<file path="src/rtl/icache_refill_collector_pkg.sv">
// Shared icache refill definitions: default geometry, the refill payload type
// and the collector FSM state encoding.
package icache_refill_collector_pkg;

    localparam int REFILL_BEAT_W = 64;
    localparam int REFILL_BEATS  = 4;
    localparam int REFILL_ID_W   = 4;
    localparam int REFILL_LINE_W = REFILL_BEAT_W * REFILL_BEATS;

    typedef struct packed {
        logic [REFILL_LINE_W-1:0] line;
        logic [REFILL_ID_W-1:0]   id;
        logic                     err;
    } refill_pld_t;

    typedef enum logic {
        ST_COLLECT = 1'b0,
        ST_HOLD    = 1'b1
    } refill_state_e;

endpackage

</file>
<file path="src/rtl/icache_refill_collector.sv">
// Gathers memory read beats into one cache line and presents it downstream
// with a valid/ready hand-off that can overlap with beat 0 of the next line.
module icache_refill_collector
    import icache_refill_collector_pkg::*;
#(
    parameter int BEAT_W = REFILL_BEAT_W,
    parameter int BEATS  = REFILL_BEATS,
    parameter int ID_W   = REFILL_ID_W
) (
    input  logic              clk,
    input  logic              rst_n,
    input  logic              s_vld,
    output logic              s_rdy,
    input  logic [BEAT_W-1:0] s_data,
    input  logic [ID_W-1:0]   s_id,
    input  logic              s_last,
    input  logic              s_err,
    input  logic              flush,
    output logic              m_vld,
    input  logic              m_rdy,
    output refill_pld_t       m_pld
);

    localparam int CNT_W = $clog2(BEATS);
    localparam logic [CNT_W-1:0] LAST_BEAT = CNT_W'(BEATS - 1);

    refill_state_e           r_state;
    refill_state_e           w_state_next;
    logic [CNT_W-1:0]        r_cnt;
    logic [BEATS*BEAT_W-1:0] r_line;
    logic [ID_W-1:0]         r_id;
    logic                    r_err;

    logic                    w_xfer;
    logic                    w_flush;
    logic                    w_take;
    logic                    w_done;
    logic                    w_first;
    logic                    w_beat_err;
    logic                    w_err_next;
    logic [ID_W-1:0]         w_id_next;
    logic [BEATS*BEAT_W-1:0] w_line_next;

    // A flush while collecting swallows any beat offered in the same cycle.
    assign w_xfer  = s_vld && s_rdy;
    assign w_flush = (r_state == ST_COLLECT) && flush;
    assign w_take  = w_xfer && !w_flush;
    assign w_first = (r_cnt == '0);
    assign w_done  = w_take && (s_last || (r_cnt == LAST_BEAT));

    assign w_beat_err = s_err
                      || (!w_first && (s_id != r_id))
                      || ((r_cnt == LAST_BEAT) && !s_last)
                      || ((r_cnt != LAST_BEAT) && s_last);
    assign w_err_next = (w_first ? 1'b0 : r_err) || w_beat_err;
    assign w_id_next  = w_first ? s_id : r_id;

    // Beat 0 starts from an all-zero line so a short burst leaves zeros above it.
    always_comb begin
        w_line_next = w_first ? '0 : r_line;
        for (int k = 0; k < BEATS; k++) begin
            if (r_cnt == CNT_W'(k)) begin
                w_line_next[k*BEAT_W +: BEAT_W] = s_data;
            end
        end
    end

    always_ff @(posedge clk) begin
        if (!rst_n) begin
            r_state <= ST_COLLECT;
        end else begin
            r_state <= w_state_next;
        end
    end

    always_comb begin
        w_state_next = r_state;
        s_rdy        = 1'b0;
        m_vld        = 1'b0;
        case (r_state)
            ST_COLLECT: begin
                s_rdy = rst_n;
                if (w_done) begin
                    w_state_next = ST_HOLD;
                end
            end
            ST_HOLD: begin
                s_rdy = rst_n && m_rdy;
                m_vld = 1'b1;
                if (m_rdy) begin
                    w_state_next = w_done ? ST_HOLD : ST_COLLECT;
                end
            end
            default: w_state_next = ST_COLLECT;
        endcase
    end

    // The line, id and err registers double as the held payload in HOLD.
    always_ff @(posedge clk) begin
        if (!rst_n) begin
            r_cnt  <= '0;
            r_line <= '0;
            r_id   <= '0;
            r_err  <= 1'b0;
        end else if (w_flush) begin
            r_cnt  <= '0;
            r_id   <= '0;
            r_err  <= 1'b0;
        end else if (w_take) begin
            r_line <= w_line_next;
            r_id   <= w_id_next;
            r_err  <= w_err_next;
            r_cnt  <= w_done ? '0 : r_cnt + 1'b1;
        end
    end

    assign m_pld = '{line: r_line, id: r_id, err: r_err};

endmodule

</file>
<file path="config.mk">
export PLATFORM = sky130hd
export DESIGN_NAME = icache_refill_collector
export DESIGN_NICKNAME = d
export VERILOG_FILES = /design/src/rtl/icache_refill_collector_pkg.sv /design/src/rtl/icache_refill_collector.sv
export SDC_FILE = /design/constraint.sdc
export NUM_CORES = 1
export LEC_CHECK = 0
export ABC_CLOCK_PERIOD_IN_PS = 1900
export CORE_UTILIZATION = 40
export DETAILED_ROUTE_END_ITERATION = 12
export MAX_ROUTING_LAYER = met4
export PLACE_DENSITY = 0.76
export SETUP_SLACK_MARGIN = 0.15
export SLEW_MARGIN = 30
export SYNTH_ARGS = -nofsm -noshare
export SYNTH_HDL_FRONTEND = slang
export SYNTH_SLANG_ARGS = --single-unit
</file>
<file path="constraint.sdc">
create_clock -name clk -period 1.9 [get_ports clk]
set_clock_uncertainty 0.15 [all_clocks]
set_input_delay 0.285 -clock clk [delete_from_list [all_inputs] [get_ports clk]]
set_output_delay 0.285 -clock clk [all_outputs]
set_load 0.02 [all_outputs]
</file>
==> flow_summary.ini <==
[critical_path]
worstPathCellList = inv_2 > ha_4 > nor4_4 > buf_6 > buf_12 > buf_12 > buf_8 > nand3_1 > o21ai_1
start_kind = flip-flop
worst_path_max_delay_cell = dfxtp_2
critPathMaxStageDelay_ns = 0.33
cp_common_cell = buf_12
crit_arrival_ns = 2.16
r2r_cells = 9
end_kind = flip-flop
worstSetupPathType = reg -> reg
worst-path-max-fanout = 5
required_ns = 2.21

[cts]
clk-insertion-delay-late_ns = 0.53
cts.sink_count = 264
cts_buffers = 27
cts_tree = built
cts-root-buf = clkbuf_16
cts.path.max_buffers = 3
path_clk_slew_ns = 0.06
htreeDepth = 1
ctsHoldBuffers = 0

[pwr]
power_mw = 11.8
p_per_area_nw_per_um2 = 803
vdd_drop_max_mv = 0.561
p_int_mw = 9.00
p_seq_frac = 0.479
pwr-share-clk = 0.423
swShare = 0.236
pwr-share-comb = 0.098
leakagePower_nw = 6.49
p_switching_mw = 2.79

[floorplan]
io_pins = 338
die_w_microns = 155
die_h_microns = 155
fp.dieArea_sq_um = 24000
rows = 55
core_area_sq_um = 22800
start_util = 0.411

[cells_and_area]
nets = 1360
fillers = 1868
final_layout_size_suffix_gt1_frac = 0.142
layout.cells.most_common_list = dlygate4sd2_1 (261), dfxtp_1 (261), nand2_1 (204)
postLayoutCoreUtil = 0.645
diodes = 0
syn2layout_area_growth_pct = 56.9
seq_area_sq_um = 5290
multi_input_area_sq_um = 3710

[synth]
ys_warn_count = 0
syn_nets = 1001
ys_seq_area_frac = 0.565
synthArstFlopShare = 0
synth_seq_cells = 264
yosys_most_used_dff = dfxtp_1
synthCells = 922
syn_area_sq_um = 9360
ys_types = 31
syn_avg_cell_area_sq_um = 10.2
synth_edf_count = 0

[sta]
fin_ws_ns = 0.0403
finalHoldViolations = 0
post-route-min-period_ns = 1.86
setup_violations = 0
whs_ns = 0.0624
worst_slew_pin_slew_ns = 0.601
finalSetupTns_ns = 0
slew_viol_final = 0
rsz0062_at_grt = true
slew_headroom = 0.599
fmax_ghz = 0.538
fin_crit_sh = 0.979

[global_route]
grt_pass1_wl_microns = 46900
grt_pass1_vias = 8273
antenna_found_initial = 0
overflow = 0
grt_start_max_net_pins = 135
grt_usage = 0.254

[place]
dp_slack_ns = -0.340
dp_hpwl_microns = 19600
port-buffer-count = 337
gp_congestion = 0.798

[worst_hold_path]
hold_class = in -> reg
holdPathStages = 3

[route]
drtPass1Iterations = 5
drt_iter0_drc = 576
finalWirelength_microns = 33300
drc = 0
vias = 8801
antenna_left = 0
vias_per_cell = 5.46
post_drt_wl_per_cell_microns = 20.7

[job]
maxCapViolCount = 0

[outcome]
status = finished clean
-- area by class of cell --
class / count / area share
repair buffers: 422 / 0.304
inverters: 2 / 0.000681
clock buffers: 40 / 0.0514
clock inverters: 7 / 0.00434
multi-input cells: 564 / 0.253
well taps: 313 / 0.0267
flip-flops and latches: 264 / 0.360
-- per-stage QoR --
step                instances  instance area, sq um
floorplan                 922                  9380
global route             1612                 14700
finish                   1612                 14700
detailed placement       1520                 13100
global placement         1520                 13100
CTS                      1592                 14200
-- kinds of logic after synthesis --
kind of cell	Yosys count	share of synthesized area
AOI/OAI and AO/OA	266	0.231
xor gates and xnor gates	5	0.00468
and+or+nand+nor	289	0.132
adders and majority gates	4	0.00535
DFF	264	0.565
buffers and inverters	94	0.0624
-- sequential cells by signal, indices dropped and copies added (netlist names) --
| name | flops |
|---|---|
| r_id | 4 |
| r_line | 256 |
| r_cnt | 2 |
| r_state | 1 |
| r_err | 1 |
-- metal layers --
layer  part of all wire  GRT usage  vias to the layer above
li1                   -          -                     4064
met5                  0          -                        -
met4              0.046      0.104                        0
met3              0.073     0.0471                       96
met2               0.48      0.415                      384
met1               0.40      0.309                     4257
-- worst max-delay path: cells and delay by family (launching register included) --
family,cells,cell delay (ns)
and+or+nand+nor,2,0.36
adders and majority gates,1,0.24
DFF,1,0.33
buffers and inverters,5,0.60
AOI/OAI and AO/OA,1,0.10
-- synthesized netlist by cell type (2+ instances only) --
library cell  count  area share
buf_2            10      0.0053
buf_6            27       0.032
clkbuf_1         45       0.018
nor2_1            2     0.00080
nand3_1          65       0.035
a21boi_0         64       0.051
xnor2_1           5      0.0047
a32o_1          128        0.14
buf_1             5      0.0020
o21ai_0          51       0.027
and2_1            6      0.0040
nand2b_1          2      0.0013
buf_4             4      0.0032
dfxtp_1         264        0.56
nand4_1           3      0.0020
o21ai_4           2      0.0035
o21ai_1          14      0.0075
a21oi_1           4      0.0021
ha_1              4      0.0053
and2b_4           2      0.0021
nand2_1         204       0.082
inv_1             2     0.00080
-- path summary, 6_finish.rpt --
path | from | endpoint | slack [ns]
max | r_cnt[1] | r_line[204] | 0.04
min | rst_n | r_state | 0.06
max reg2reg | r_cnt[1] | r_line[204] | 0.04
min reg2reg | r_line[207] | r_line[207] | 0.29
-- timing repair --
action                     4_1_cts  5_1_grt
setup endpoints to repair      460      196
gates resized for setup        328       86
cloned                          10       13
buffers inserted                15        7
pin swaps                        2       41
-- power by group through the flow --
| stage | Clock [mW] | Combinational (mW) | Sequential, mW |
|---|---|---|---|
| final | 4.99 | 1.15 | 5.65 |
| after global routing | 5.32 | 1.21 | 5.65 |
| after CTS | 5.07 | 1.02 | 5.65 |
| after detailed placement | 0 | 0.934 | 5.77 |
| after global placement | 0 | 0.928 | 5.77 |
| after floorplan | 0 | 0.333 | 5.86 |
Power figures use the tool's default switching activity.
